**src/rtl/ace_ccu_snoop_scheduler.sv**
```systemverilog
// Snoop issue scheduler: round-robin arbitration of per-group snoop requests onto the
// single interconnect input, blocking any request whose line is already in flight.
module ace_ccu_snoop_scheduler #(
    parameter int unsigned NoReq          = 4,
    parameter int unsigned CmAddrWidth    = 8,
    parameter int unsigned MaxOutstanding = 4,
    parameter int unsigned SlotWidth      = (MaxOutstanding > 1) ? $clog2(MaxOutstanding) : 1,
    parameter int unsigned IdxWidth       = $clog2(NoReq)
) (
    input  logic                         clk_i,
    input  logic                         rst_i,
    input  logic [NoReq-1:0]             req_valid_i,
    input  logic [NoReq*CmAddrWidth-1:0] req_addr_i,
    output logic [NoReq-1:0]             req_ready_o,
    input  logic                         stall_i,
    output logic                         snp_valid_o,
    output logic [IdxWidth-1:0]          snp_req_idx_o,
    output logic [CmAddrWidth-1:0]       snp_addr_o,
    output logic [SlotWidth-1:0]         snp_slot_o,
    input  logic                         snp_ready_i,
    input  logic                         done_valid_i,
    input  logic [SlotWidth-1:0]         done_slot_i,
    output logic [SlotWidth:0]           busy_cnt_o
);

    typedef enum logic {EMPTY, FULL} state_e;

    state_e                   state_q, state_d;
    logic [MaxOutstanding-1:0] slot_busy_q;
    logic [CmAddrWidth-1:0]   slot_addr_q [MaxOutstanding];
    logic [IdxWidth-1:0]      ptr_q;
    logic [IdxWidth-1:0]      req_idx_q;
    logic [CmAddrWidth-1:0]   addr_q;
    logic [SlotWidth-1:0]     slot_q;
    logic [SlotWidth:0]       busy_q;

    logic [NoReq-1:0]         eligible;
    logic [IdxWidth-1:0]      winner;
    logic [IdxWidth-1:0]      cand;
    logic                     found_winner;
    logic [SlotWidth-1:0]     free_slot;
    logic                     found_free;
    logic [CmAddrWidth-1:0]   sel_addr;
    logic                     load;
    logic                     done_hit;

    // A slot being freed this cycle still blocks its line until the edge.
    for (genvar i = 0; i < NoReq; i++) begin : g_elig
        logic [MaxOutstanding-1:0] hit;
        for (genvar s = 0; s < MaxOutstanding; s++) begin : g_slot
            assign hit[s] = slot_busy_q[s] &&
                            (slot_addr_q[s] == req_addr_i[i*CmAddrWidth +: CmAddrWidth]);
        end
        assign eligible[i] = req_valid_i[i] && !(|hit);
    end

    always_comb begin
        winner       = '0;
        cand         = '0;
        found_winner = 1'b0;
        for (int unsigned k = 0; k < NoReq; k++) begin
            cand = IdxWidth'((32'(ptr_q) + k) % NoReq);
            if (!found_winner && eligible[cand]) begin
                winner       = cand;
                found_winner = 1'b1;
            end
        end
    end

    always_comb begin
        free_slot  = '0;
        found_free = 1'b0;
        for (int unsigned s = 0; s < MaxOutstanding; s++) begin
            if (!found_free && !slot_busy_q[SlotWidth'(s)]) begin
                free_slot  = SlotWidth'(s);
                found_free = 1'b1;
            end
        end
    end

    assign sel_addr = req_addr_i[32'(winner)*CmAddrWidth +: CmAddrWidth];
    assign load     = !stall_i && found_free && found_winner &&
                      ((state_q == EMPTY) || snp_ready_i);
    assign done_hit = done_valid_i && (32'(done_slot_i) < MaxOutstanding) &&
                      slot_busy_q[done_slot_i];

    always_comb begin
        req_ready_o = '0;
        if (load) begin
            req_ready_o[winner] = 1'b1;
        end
    end

    always_comb begin
        state_d = state_q;
        case (state_q)
            EMPTY:   if (load) state_d = FULL;
            FULL:    if (snp_ready_i && !load) state_d = EMPTY;
            default: state_d = EMPTY;
        endcase
    end

    always_ff @(posedge clk_i or posedge rst_i) begin
        if (rst_i) begin
            state_q     <= EMPTY;
            slot_busy_q <= '0;
            slot_addr_q <= '{default: '0};
            ptr_q       <= '0;
            req_idx_q   <= '0;
            addr_q      <= '0;
            slot_q      <= '0;
            busy_q      <= '0;
        end else begin
            state_q <= state_d;
            if (done_hit) begin
                slot_busy_q[done_slot_i] <= 1'b0;
            end
            // Allocation uses the pre-edge free vector, so it never collides with done.
            if (load) begin
                slot_busy_q[free_slot] <= 1'b1;
                slot_addr_q[free_slot] <= sel_addr;
                req_idx_q              <= winner;
                addr_q                 <= sel_addr;
                slot_q                 <= free_slot;
                ptr_q                  <= (32'(winner) == NoReq - 1) ? '0 : winner + 1'b1;
            end
            case ({load, done_hit})
                2'b10:   busy_q <= busy_q + 1'b1;
                2'b01:   busy_q <= busy_q - 1'b1;
                default: busy_q <= busy_q;
            endcase
        end
    end

    assign snp_valid_o   = (state_q == FULL);
    assign snp_req_idx_o = req_idx_q;
    assign snp_addr_o    = addr_q;
    assign snp_slot_o    = slot_q;
    assign busy_cnt_o    = busy_q;

    for (genvar i = 0; i < NoReq; i++) begin : g_req_stable
        a_req_stable: assert property (@(posedge clk_i) disable iff (rst_i)
            (req_valid_i[i] && !req_ready_o[i]) |=>
            (req_valid_i[i] && $stable(req_addr_i[i*CmAddrWidth +: CmAddrWidth])));
    end

    a_done_range: assert property (@(posedge clk_i) disable iff (rst_i)
        done_valid_i |-> (32'(done_slot_i) < MaxOutstanding));

    a_done_busy: assert property (@(posedge clk_i) disable iff (rst_i)
        done_valid_i |-> slot_busy_q[done_slot_i]);

endmodule

```
**config.mk**
```make
export PLATFORM = sky130hd
export DESIGN_NAME = ace_ccu_snoop_scheduler
export DESIGN_NICKNAME = d
export VERILOG_FILES = /design/src/rtl/ace_ccu_snoop_scheduler.sv
export SDC_FILE = /design/constraint.sdc
export NUM_CORES = 1
export LEC_CHECK = 0
export CAP_MARGIN = 40
export CELL_PAD_IN_SITES_DETAIL_PLACEMENT = 1
export CELL_PAD_IN_SITES_GLOBAL_PLACEMENT = 1
export CORE_AREA = 2 2 111 113
export DETAILED_ROUTE_END_ITERATION = 7
export DIE_AREA = 0 0 113 115
export PLACE_DENSITY = 0.8
export SYNTH_ARGS = -nofsm -noshare
export SYNTH_HDL_FRONTEND = slang
export SYNTH_SLANG_ARGS = --single-unit
```
**constraint.sdc**
```tcl
create_clock -name clk_i -period 3.8 [get_ports clk_i]
set_clock_uncertainty 0.2 [all_clocks]
set_input_delay 0.38 -clock clk_i [delete_from_list [all_inputs] [get_ports clk_i]]
set_output_delay 0.38 -clock clk_i [all_outputs]
set_load 0.005 [all_outputs]
```
==> run_summary.xml <==
<?xml version="1.0" encoding="UTF-8"?>
<metrics>
  <group name="outcome">
    <metric name="run_status" unit="">finished, violations left</metric>
    <metric name="failed_checks" unit="">design-rule violations</metric>
  </group>
  <group name="floorplan">
    <metric name="area_of_the_placeable_core" unit="um^2">11800</metric>
    <metric name="ioPinCount" unit="">63</metric>
    <metric name="placement_rows" unit="">40</metric>
    <metric name="fp.dieArea" unit="um^2">13000</metric>
    <metric name="floorplan.die.height" unit="um">115</metric>
    <metric name="floorplan.initialDensity" unit="">0.420</metric>
    <metric name="die_width" unit="um">113</metric>
  </group>
  <group name="cts">
    <metric name="cts-buffers-inserted" unit="">5</metric>
    <metric name="numClockSinks" unit="">54</metric>
    <metric name="cts-root-to-sink-buffers" unit="">2</metric>
    <metric name="htree_levels" unit="">2</metric>
    <metric name="cts_hold_buf" unit="">0</metric>
    <metric name="clk_transition_reported_paths" unit="ns">0.08</metric>
    <metric name="ctsRootBufferMaster" unit="">sky130_fd_sc_hd__clkbuf_16</metric>
    <metric name="later_pin_clock_latency_in_the_skew_report" unit="ns">0.31</metric>
    <metric name="cts_tree" unit="">yes</metric>
  </group>
  <group name="critical_path">
    <metric name="timing.critical_path.slowest_cell_delay" unit="ns">0.41</metric>
    <metric name="cell_with_the_largest_stage_delay_on_the_worst_path" unit="">sky130_fd_sc_hd__clkdlybuf4s50_1</metric>
    <metric name="crit_path_cell_trace" unit="">clkdlybuf4s50_1 &gt; buf_4 &gt; xnor2_1 &gt; nand4_1 &gt; nor3_1 &gt; or4_1 &gt; nor3_1 &gt; or3_4 &gt; a21oi_4 &gt; buf_6 &gt; inv_1 &gt; ha_2 &gt; and2_1 &gt; clkdlybuf4s15_2</metric>
    <metric name="worst_path_most_repeated_cell" unit="">sky130_fd_sc_hd__nor3_1</metric>
    <metric name="timing.critical_path.buf_inv" unit="">5</metric>
    <metric name="critPathArrivalTime" unit="ns">3.21</metric>
    <metric name="reg2reg_setup_slack" unit="ns">0.18</metric>
    <metric name="path_delay_family" unit="">simple AND/OR/NAND/NOR gates</metric>
    <metric name="required" unit="ns">3.22</metric>
    <metric name="depth_of_the_worst_register_to_register_path" unit="">12</metric>
    <metric name="timing.critical_path.from_type" unit="">input port</metric>
    <metric name="crit_path_end_kind" unit="">output pin</metric>
    <metric name="crit_fanout" unit="">5</metric>
    <metric name="kind_of_critical_path" unit="">input port to output pin</metric>
    <metric name="origin_of_the_critical_flop_to_flop_path" unit="">slot_addr_q[3]$_DFFE_PP0P_</metric>
    <metric name="r2r-end" unit="">snp_addr_o[0]$_DFFE_PP0P_</metric>
  </group>
  <group name="pwr">
    <metric name="power.combinational.fraction" unit="">0.542</metric>
    <metric name="vdd_ir_drop_max" unit="uV">415</metric>
    <metric name="power_leakage" unit="nW">2.48</metric>
    <metric name="power.share.sequential" unit="">0.333</metric>
    <metric name="share_clk_of_total_power" unit="">0.126</metric>
    <metric name="cell_internal_pwr" unit="mW">2.34</metric>
    <metric name="power_density" unit="nW/um^2">697</metric>
    <metric name="netSwitchingPower" unit="mW">2.05</metric>
    <metric name="power" unit="mW">4.39</metric>
    <metric name="switching_share" unit="">0.466</metric>
  </group>
  <group name="sta">
    <metric name="post-route-period-util" unit="">0.997</metric>
    <metric name="max_slew.worst_pin.slew" unit="ns">0.818</metric>
    <metric name="finalSetupViolations" unit="">0</metric>
    <metric name="setup_ws_final" unit="ns">0.0133</metric>
    <metric name="slew_headroom" unit="">0.454</metric>
    <metric name="post-route-min-period" unit="ns">3.79</metric>
    <metric name="rsz0062_at_grt" unit="">true</metric>
    <metric name="final-max-slew-violation-count" unit="">0</metric>
    <metric name="fmax" unit="MHz">264</metric>
    <metric name="timing_hold_violations_final" unit="">0</metric>
  </group>
  <group name="detailed_routing">
    <metric name="dr_total_vias" unit="">4649</metric>
    <metric name="detail_route.wirelength" unit="um">19400</metric>
    <metric name="route.detailed.drc" unit="">6</metric>
    <metric name="routedWlPerCell" unit="um">24.6</metric>
    <metric name="initialDrtViolationCount" unit="">380</metric>
    <metric name="route.detailed.vias_per_inst" unit="">5.91</metric>
    <metric name="dr.pass1.iters" unit="">8</metric>
    <metric name="remaining_number_of_nets_flagged_by_the_antenna_check_after_routing" unit="">0</metric>
  </group>
  <group name="synth">
    <metric name="ys_async_sr_fraction" unit="">1.00</metric>
    <metric name="synth_ff_type" unit="">sky130_fd_sc_hd__dfrtp_1</metric>
    <metric name="synthesis.yosys.warnings" unit="">0</metric>
    <metric name="synth_area_leaders" unit="">sky130_fd_sc_hd__dfrtp_1 27%, sky130_fd_sc_hd__xnor2_1 16%, sky130_fd_sc_hd__a2111oi_0 7.1%</metric>
    <metric name="syn_inst" unit="">567</metric>
    <metric name="synth_edf_count" unit="">0</metric>
    <metric name="post_synth_instance_area" unit="um^2">4960</metric>
    <metric name="synth.lib_cells_used.distinct" unit="">55</metric>
    <metric name="synth.yosys.seq_area_share" unit="">0.273</metric>
    <metric name="synth_area_per_cell" unit="um^2">8.74</metric>
    <metric name="yosys_register_bits" unit="">54</metric>
    <metric name="synth_top_area_cell" unit="">sky130_fd_sc_hd__dfrtp_1</metric>
    <metric name="synth_nets" unit="">616</metric>
    <metric name="synth_largest_type_area_fraction" unit="">0.273</metric>
  </group>
  <group name="final_layout">
    <metric name="nets" unit="">688</metric>
    <metric name="post_route_cells_drive_above_1_share" unit="">0.233</metric>
    <metric name="most_frequent_cells_in_the_layout" unit="">91 x sky130_fd_sc_hd__xnor2_1, 86 x sky130_fd_sc_hd__buf_4, 51 x sky130_fd_sc_hd__nor2_1</metric>
    <metric name="design_area" unit="um^2">6300</metric>
    <metric name="area_growth_syn_to_layout" unit="%">27.0</metric>
    <metric name="num_antenna_cells" unit="">0</metric>
    <metric name="fillers" unit="">1367</metric>
    <metric name="mostFrequentLayoutCell" unit="">sky130_fd_sc_hd__xnor2_1</metric>
    <metric name="layout.cells.non_filler" unit="">787</metric>
  </group>
  <group name="global_route">
    <metric name="groute.usage.overall" unit="">0.301</metric>
    <metric name="total_gr_overflow" unit="">0</metric>
    <metric name="initial_antenna_violation_count" unit="">0</metric>
    <metric name="grt_pass1_vias" unit="">4977</metric>
    <metric name="largest_net_degree_at_the_start_of_global_routing" unit="">46</metric>
    <metric name="grt_pass1_wl" unit="um">29400</metric>
  </group>
  <group name="worst_hold_path">
    <metric name="worstHoldPathType" unit="">flop to flop</metric>
    <metric name="hold-path-cell-count" unit="">1</metric>
    <metric name="min_delay_worst_endpoint" unit="">busy_cnt_o[2]$_DFFE_PP0P_</metric>
    <metric name="holdCritStartpoint" unit="">busy_cnt_o[2]$_DFFE_PP0P_</metric>
  </group>
  <group name="placement">
    <metric name="dpl_cell_area" unit="um^2">5880</metric>
    <metric name="total_of_buffers_placed_on_input_and_output_ports" unit="">62</metric>
    <metric name="placed_cells" unit="">770</metric>
    <metric name="gp_congestion" unit="">0.940</metric>
    <metric name="post-dp-hpwl" unit="um">14600</metric>
    <metric name="dp_worst_setup_slack" unit="ns">-0.339</metric>
  </group>
  <group name="flow_run">
    <metric name="drv.max_cap_violation_count" unit="">0</metric>
  </group>
</metrics>
-- sequential cells by signal, indices dropped and copies added, names as in the netlist --
signal	cells
snp_req_idx_o	2
busy_cnt_o	3
snp_addr_o	8
slot_addr_q	32
snp_valid_o	1
ptr_q	2
slot_busy_q	4
snp_slot_o	2
-- timing repair --
action,CTS,global route
pin swaps,7,8
cloned,0,0
setup buffers,8,1
endpoints found under the setup margin,4,7
resized for setup,31,33
-- final cells by class --
cell class                      count  area, um^2  area share
Clock buffer                        5         125      0.0199
Clock inverter                      3        48.8     0.00775
Inverter                           10        37.5     0.00596
Multi-Input combinational cell    412        3150       0.501
Sequential cell                    54        1360       0.215
Tap cell                          147         184      0.0292
Timing Repair Buffer              156        1390       0.221
-- Yosys cell counts (3+ instances only) --
master                       n
sky130_fd_sc_hd__and2_0      3
sky130_fd_sc_hd__inv_1      10
sky130_fd_sc_hd__and2_1     10
sky130_fd_sc_hd__xor2_1     40
sky130_fd_sc_hd__mux2i_2     6
sky130_fd_sc_hd__a211oi_1   40
sky130_fd_sc_hd__nor3_1     13
sky130_fd_sc_hd__clkbuf_1    5
sky130_fd_sc_hd__nor2_1     51
sky130_fd_sc_hd__nor4_1      8
sky130_fd_sc_hd__a2111oi_0  40
sky130_fd_sc_hd__nand4_1    14
sky130_fd_sc_hd__buf_4       9
sky130_fd_sc_hd__nand2_1    34
sky130_fd_sc_hd__buf_6      10
sky130_fd_sc_hd__a21oi_1     4
sky130_fd_sc_hd__o21ai_0     5
sky130_fd_sc_hd__nand3_1    13
sky130_fd_sc_hd__dfrtp_1    54
sky130_fd_sc_hd__xnor2_1    91
sky130_fd_sc_hd__mux2i_1     3
sky130_fd_sc_hd__ha_1        5
sky130_fd_sc_hd__buf_2      64
-- per-layer routing --
metal,GRT usage,share of wire,routed length (um),vias up
met5,0,0,0,-
met4,0.103,0.028,539,0
met3,0.0322,0.040,770,31
met2,0.518,0.50,9640,167
met1,0.395,0.43,8420,2348
li1,-,-,-,2103
-- worst max-delay path by stage --
stage | start | endpoint | slack (ns) | depth (start not counted)
after floorplan | req_addr_i[26] | busy_cnt_o[2]$_DFFE_PP0P_ | 0.46 | 16
after global placement | req_addr_i[20] | req_ready_o[2] | -0.24 | 12
after detailed placement | req_addr_i[20] | req_ready_o[2] | -0.34 | 12
after CTS | slot_addr_q[20]$_DFFE_PP0P_ | req_ready_o[2] | 0.005 | 12
after global routing | req_addr_i[0] | req_ready_o[2] | -0.05 | 14
final | req_addr_i[0] | req_ready_o[2] | 0.01 | 14
-- through the flow --
stage	TNS, ns	hold WS [ns]	utilization
global placement	-4.06	0.258	0.498
detailed placement	-5.97	0.269	0.498
floorplan	0	0.265	-
CTS	0	0.276	0.522
global route	-0.0574	0.307	0.533
finish	0	0.266	0.533
-- power groups by stage --
stage,Sequential [mW],Combinational [mW],Clock [mW]
6_report,1.46,2.38,0.552
5_1_grt,1.48,2.58,0.575
4_1_cts,1.42,2.31,0.557
3_5_place_dp,1.44,2.19,0
3_3_place_gp,1.43,2.13,0
2_1_floorplan,0.950,1.86,0
-- logic make-up after synthesis --
kind of cell	Yosys count	synth area share
buffers and inverters	101	0.118
AOI/OAI and AO/OA	104	0.175
xor gates and xnor gates	131	0.231
and+or+nand+nor	161	0.158
DFF	54	0.273
adders and majority gates	6	0.0167
muxes	10	0.0273
Note: power is estimated with default switching activity, not from simulation.
